`src/rtl/hpdmc_cmd_checker_pkg.sv`:
```
// Shared command encodings, error-bit indices and counter widths for the
// HPDMC command-bus checker.
package hpdmc_chk_pkg;

  // {ras_n, cas_n, we_n} with cs_n low; 3'b110 (burst stop) is not tracked.
  typedef enum logic [2:0] {
    CMD_LMR   = 3'b000,
    CMD_REF   = 3'b001,
    CMD_PRE   = 3'b010,
    CMD_ACT   = 3'b011,
    CMD_WRITE = 3'b100,
    CMD_READ  = 3'b101,
    CMD_NOP   = 3'b111
  } cmd_e;

  localparam int ERR_ACT_OPEN  = 0;
  localparam int ERR_TRP       = 1;
  localparam int ERR_RW_CLOSED = 2;
  localparam int ERR_TRCD      = 3;
  localparam int ERR_REF_OPEN  = 4;
  localparam int ERR_TRFC      = 5;
  localparam int ERR_TREFI     = 6;
  localparam int ERR_LMR       = 7;
  localparam int NUM_ERR       = 8;

  localparam int NUM_BANKS = 4;
  localparam int TRP_W     = 3;
  localparam int TRCD_W    = 3;
  localparam int RFC_W     = 4;
  localparam int REFI_W    = 11;
  localparam int AGE_W     = 12;
  localparam int CNT_W     = 16;

  // Deselect is indistinguishable from NOP as far as the SDRAM is concerned.
  function automatic cmd_e decode_cmd(input logic cs_n, input logic ras_n,
                                      input logic cas_n, input logic we_n);
    if (cs_n) return CMD_NOP;
    return cmd_e'({ras_n, cas_n, we_n});
  endfunction

endpackage

```
`src/rtl/hpdmc_cmd_checker_bank.sv`:
```
// Per-bank tracker: open flag, open row and the tRP / tRCD countdowns.
module hpdmc_chk_bank
  import hpdmc_chk_pkg::*;
#(
  parameter int rowdepth = 13
) (
  input  logic                clk,
  input  logic                rst_n,
  input  logic                act,
  input  logic                pre,
  input  logic [rowdepth-1:0] row_in,
  input  logic [TRP_W-1:0]    tim_rp,
  input  logic [TRCD_W-1:0]   tim_rcd,
  output logic                open,
  output logic [rowdepth-1:0] row,
  output logic                trp_ok,
  output logic                trcd_ok
);

  logic                open_q, open_d;
  logic [rowdepth-1:0] row_q, row_d;
  logic [TRP_W-1:0]    trp_q, trp_d;
  logic [TRCD_W-1:0]   trcd_q, trcd_d;

  // A reload on this edge wins over the free-running decrement.
  always_comb begin
    open_d = open_q;
    row_d  = row_q;
    trp_d  = (trp_q != '0) ? trp_q - 1'b1 : '0;
    trcd_d = (trcd_q != '0) ? trcd_q - 1'b1 : '0;
    if (pre) begin
      open_d = 1'b0;
      trp_d  = tim_rp;
    end
    if (act) begin
      open_d = 1'b1;
      row_d  = row_in;
      trcd_d = tim_rcd;
    end
  end

  always_ff @(posedge clk or negedge rst_n) begin
    if (!rst_n) begin
      open_q <= 1'b0;
      row_q  <= '0;
      trp_q  <= '0;
      trcd_q <= '0;
    end else begin
      open_q <= open_d;
      row_q  <= row_d;
      trp_q  <= trp_d;
      trcd_q <= trcd_d;
    end
  end

  assign open    = open_q;
  assign row     = row_q;
  assign trp_ok  = (trp_q == '0);
  assign trcd_ok = (trcd_q == '0);

endmodule

```
`config.mk`:
```
export PLATFORM = sky130hd
export DESIGN_NAME = hpdmc_chk_bank
export DESIGN_NICKNAME = d
export VERILOG_FILES = /design/src/rtl/hpdmc_cmd_checker_pkg.sv /design/src/rtl/hpdmc_cmd_checker_bank.sv
export SDC_FILE = /design/constraint.sdc
export NUM_CORES = 1
export LEC_CHECK = 0
export ABC_AREA = 0
export ABC_CLOCK_PERIOD_IN_PS = 2100
export BUFFER_PORTS_ARGS = -buffer_cell sky130_fd_sc_hd__buf_4
export CELL_PAD_IN_SITES_DETAIL_PLACEMENT = 1
export CELL_PAD_IN_SITES_GLOBAL_PLACEMENT = 2
export CORE_MARGIN = 10
export CORE_UTILIZATION = 30
export DETAILED_ROUTE_END_ITERATION = 10
export HOLD_SLACK_MARGIN = 0.06
export PLACE_DENSITY_LB_ADDON = 0.1
export REMOVE_ABC_BUFFERS = 1
export SETUP_SLACK_MARGIN = 0.15
export SLEW_MARGIN = 15
export SYNTH_ARGS = -nofsm -noshare
export SYNTH_HDL_FRONTEND = slang
export SYNTH_SLANG_ARGS = --single-unit
```
`constraint.sdc`:
```
create_clock -name clk -period 2.1 [get_ports clk]
set_input_delay 0.42 -clock clk [delete_from_list [all_inputs] [get_ports clk]]
set_output_delay 0.42 -clock clk [all_outputs]
set_load 0.02 [all_outputs]
```
==> Word-level counts from Yosys, hierarchy flattened <==
Cells that the tools add are included.
{ "classes": {"n_addsub": 2, "mul": 0, "div_mod_pow": 0, "n_lt_le_gt_ge": 0, "eq_ne": 0, "n_shift": 0, "muxes": 6, "n_bitwise": 0, "reduce_logical": 5} }
{ "op_table": {"columns": ["operator", "n"], "rows": [
  ["2-to-1 mux 3 bit", 4],
  ["logical NOT 3 bit", 2],
  ["nonzero test 3 bit", 2],
  ["subtractor 3 x 1 -> 3 bit, second input constant", 2],
  ["2-to-1 mux 1 bit", 2],
  ["nonzero test 2 bit", 1]
]} }
{ "totals": {"register_bits": 20, "latch_bits": 0, "ram_bits": 0, "rom_bits": 0, "input_bits": 23, "out_inout_bits": 16, "word_cells": 17, "memories": 0} }

==> Logic depth before layout (Yosys ltp) <==
{ "logic_depth": {"depth_word": 3, "mapped_depth": 4, "ltp_nobuf": 4} }

==> Worst setup path before layout <==
OpenSTA, ideal clock, no wires.
{ "synth_timing": {"path_type": "register -> output", "startpoint": "reg trcd_q[0]", "endpoint": "out trcd_ok", "arrival_ps": 794, "t_required_ps": 1680, "slack_ps": 886, "stages_incl_launch_ff": 3, "cell_sequence": "dfrtp_1 -> nor2_1 -> ha_1"} }
{ "synth_between": {"elab_chain_len": 1} }
{ "synth_rtl": {"columns": ["item", "line", "source"], "rows": [
  ["from (decl)", "hpdmc_cmd_checker_bank.sv:23", "logic [TRCD_W-1:0] trcd_q, trcd_d;"],
  ["from (signal assigned)", "hpdmc_cmd_checker_bank.sv:52", "trcd_q <= trcd_d;"],
  ["logical NOT 3 bit", "hpdmc_cmd_checker_bank.sv:59", "assign trcd_ok = (trcd_q == '0);"],
  ["to (decl)", "hpdmc_cmd_checker_bank.sv:17", "output logic trcd_ok"]
]} }
Every way passes these cells.

==> Worst setup path in the final report <==
{ "layout_timing": {"startpoint": "reg trp_q[0]", "endpoint": "out trp_ok"} }
{ "layout_between": {"elab_chain_len": 1} }
{ "layout_rtl": {"columns": ["item", "line", "source"], "rows": [
  ["from (decl)", "hpdmc_cmd_checker_bank.sv:22", "logic [TRP_W-1:0] trp_q, trp_d;"],
  ["from (signal assigned)", "hpdmc_cmd_checker_bank.sv:51", "trp_q <= trp_d;"],
  ["logical NOT 3 bit", "hpdmc_cmd_checker_bank.sv:58", "assign trp_ok = (trp_q == '0);"],
  ["to (decl)", "hpdmc_cmd_checker_bank.sv:16", "output logic trp_ok,"]
]} }
Every way passes these cells.

==> flow_summary.json <==
{
  "numPortBuffers": 38,
  "cts_buffer_depth": 2,
  "grt_usage": 0.08347,
  "worstPathMaxFanout": 4,
  "antenna_found_initial": 0,
  "outcome": "complete, no violations",
  "netlist_area_um2": 864.6,
  "coreArea_um2": 2758,
  "clk-insertion-delay-late_ns": 0.29,
  "cts.sinks": 20,
  "rsz0062_at_grt": "no",
  "grt_pass1_wl_um": 3477,
  "grt_pass1_vias": 728,
  "hold_viol": 0,
  "finalMaxSlewViolations": 0,
  "diodes": 0,
  "wl_per_cell_um": 16.05,
  "yosysWarnings": 0,
  "numCtsBuffers": 3,
  "clock.fmax_ghz": 0.5864,
  "place_congestion": 0.6562,
  "layout_min_cycle_time_ns": 1.705,
  "holdWs_ns": 0.3131,
  "cts_hold_buf": 1,
  "drive_gt1_frac": 0.5644,
  "synth-seq-cells": 20,
  "avgSynthCellArea_um2": 14.41,
  "cp.required_ns": 1.68,
  "critPathLaunchType": "flip-flop",
  "finClkSkew_ns": 0.0002609,
  "hold_start": "tim_rp[0]",
  "min_path_type": "in2reg",
  "wl_um": 2118,
  "reg2reg_slack_ns": 0.87,
  "layout_commonest_cell": "buf_4",
  "drtPass1Iterations": 2,
  "r2r_cells": 4,
  "hpwl_um": 1678,
  "drc": 0,
  "htree_num_levels": 1,
  "fp.dieH_um": 73.69,
  "postCtsSetupBuffers": 0,
  "seq_area_frac_synth": 0.5789,
  "cts_resized": 0,
  "syn-instance-count": 60,
  "maxCapViolCount": 0,
  "path_class": "reg2out",
  "fin_area_um2": 1212,
  "peakVddDrop_uv": 381.4,
  "yosysTopAreaCell": "dfrtp_1",
  "synth_cell_types": 14,
  "tightest_slew_ns": 0.2758,
  "pin_count": 39,
  "die_w_um": 73.69,
  "cp.arrival_ns": 1.29,
  "endpoint_kind": "output port",
  "std_cell_rows": 19,
  "setup_viol": 0,
  "cts-root-buf": "clkbuf_4",
  "ant_nets": 0,
  "fin_setup_tns_ns": 0,
  "initial_core_util": 0.3135,
  "vias": 618,
  "num-fill-cells": 305,
  "grt_overflow": 0,
  "rr_startpoint": "trp_q[0]",
  "synthTopCellsByArea": "dfrtp_1 58%, mux2_2 13%, mux2_4 8.7%",
  "drt_first_iter_violations": 23,
  "syn_to_final_growth_pct": 40.23,
  "grt_max_degree": 21,
  "power_leakage_nw": 0.6080,
  "die_area_um2": 5429,
  "min_path_cells": 3,
  "postPlaceCellArea_um2": 1166,
  "clkTransAtPathRegs_ns": 0.11,
  "worstHoldEndpoint": "trp_q[0]",
  "p_total_w": 0.0008777,
  "reg2reg_to": "trp_q[2]",
  "layout_common_cells": "38 x buf_4, 20 x dfrtp_1, 10 x mux2_2, 5 x inv_1, 5 x mux2_4",
  "finalCritPeriodShare": 0.8120,
  "yosysTopAreaCellShare": 0.5789,
  "max_slew_margin": 0.8162,
  "p_per_area_nw_per_um2": 723.9,
  "routed_via_density": 4.682,
  "final_nets": 129,
  "cts_tree": "yes"
}
## state kept, by name, indices dropped and copies added, names as in the netlist
| signal | count |
|---|---|
| row | 13 |
| trcd_q | 3 |
| trp_q | 3 |
| open | 1 |
## per-layer routing
metal	part of all wire	vias to the layer above	global-route usage
li1	-	282	-
met1	0.38	309	0.08405
met2	0.48	25	0.1259
met3	0.14	2	0.05922
met4	0.0066	0	0.04348
met5	0	-	0
## cell families after synthesis
logic type                 synth area share
DFF                                  0.5789
muxes                                0.2171
AOI/OAI and AO/OA                   0.05354
buffers and inverters               0.04776
and+or+nand+nor                     0.04488
adders and majority gates           0.05789
## synth_stat cells, drive strengths merged
cell type,instances
inv,5
or3b,2
buf,2
nor2,2
o31ai,2
a21oi,3
nand2,2
nor2b,1
ha,4
a2bb2oi,1
mux2,15
dfrtp,20
a21o,1
## cell type report
| type | instances | area, µm² | area share |
|---|---|---|---|
| flip-flops and latches | 20 | 500.5 | 0.4128 |
| multi-input cells | 33 | 322.8 | 0.2663 |
| repair buffers | 39 | 295.3 | 0.2436 |
| well taps | 31 | 38.79 | 0.03199 |
| clock buffers | 4 | 36.28 | 0.02993 |
| inverters | 5 | 18.77 | 0.01548 |
## through the flow
step                utilization  std cells  setup slack, ns
floorplan                     -         58           0.8860
global placement         0.4229        127           0.8303
detailed placement       0.4229        127           0.7199
CTS                      0.4397        132           0.3625
global route             0.4397        132           0.2580
finish                   0.4397        132           0.3948
## where the power goes
part | leakage (nW) | internal [W] | switching, W | total [W]
Sequential | 0.235 | 0.000425 | 0.0000245 | 0.000449
Clock | 0.0210 | 0.000106 | 0.000113 | 0.000218
Combinational | 0.352 | 0.000112 | 0.0000983 | 0.000210
## worst max path at each step
stage / from / endpoint / slack (ns)
detailed placement: trp_q[0] / trp_ok / 0.72
floorplan: trcd_q[0] / trcd_ok / 0.89
global placement: trcd_q[0] / trcd_ok / 0.83
finish: trp_q[0] / trp_ok / 0.39
CTS: trp_q[0] / trp_ok / 0.36
global route: trp_q[0] / trp_ok / 0.26
## worst max-delay path, stage by stage (launching register included)
cell	delay, ns
dfrtp_1	0.43
nor2_1	0.19
ha_1	0.22
buf_4	0.15
Power figures use the tool's default switching activity.
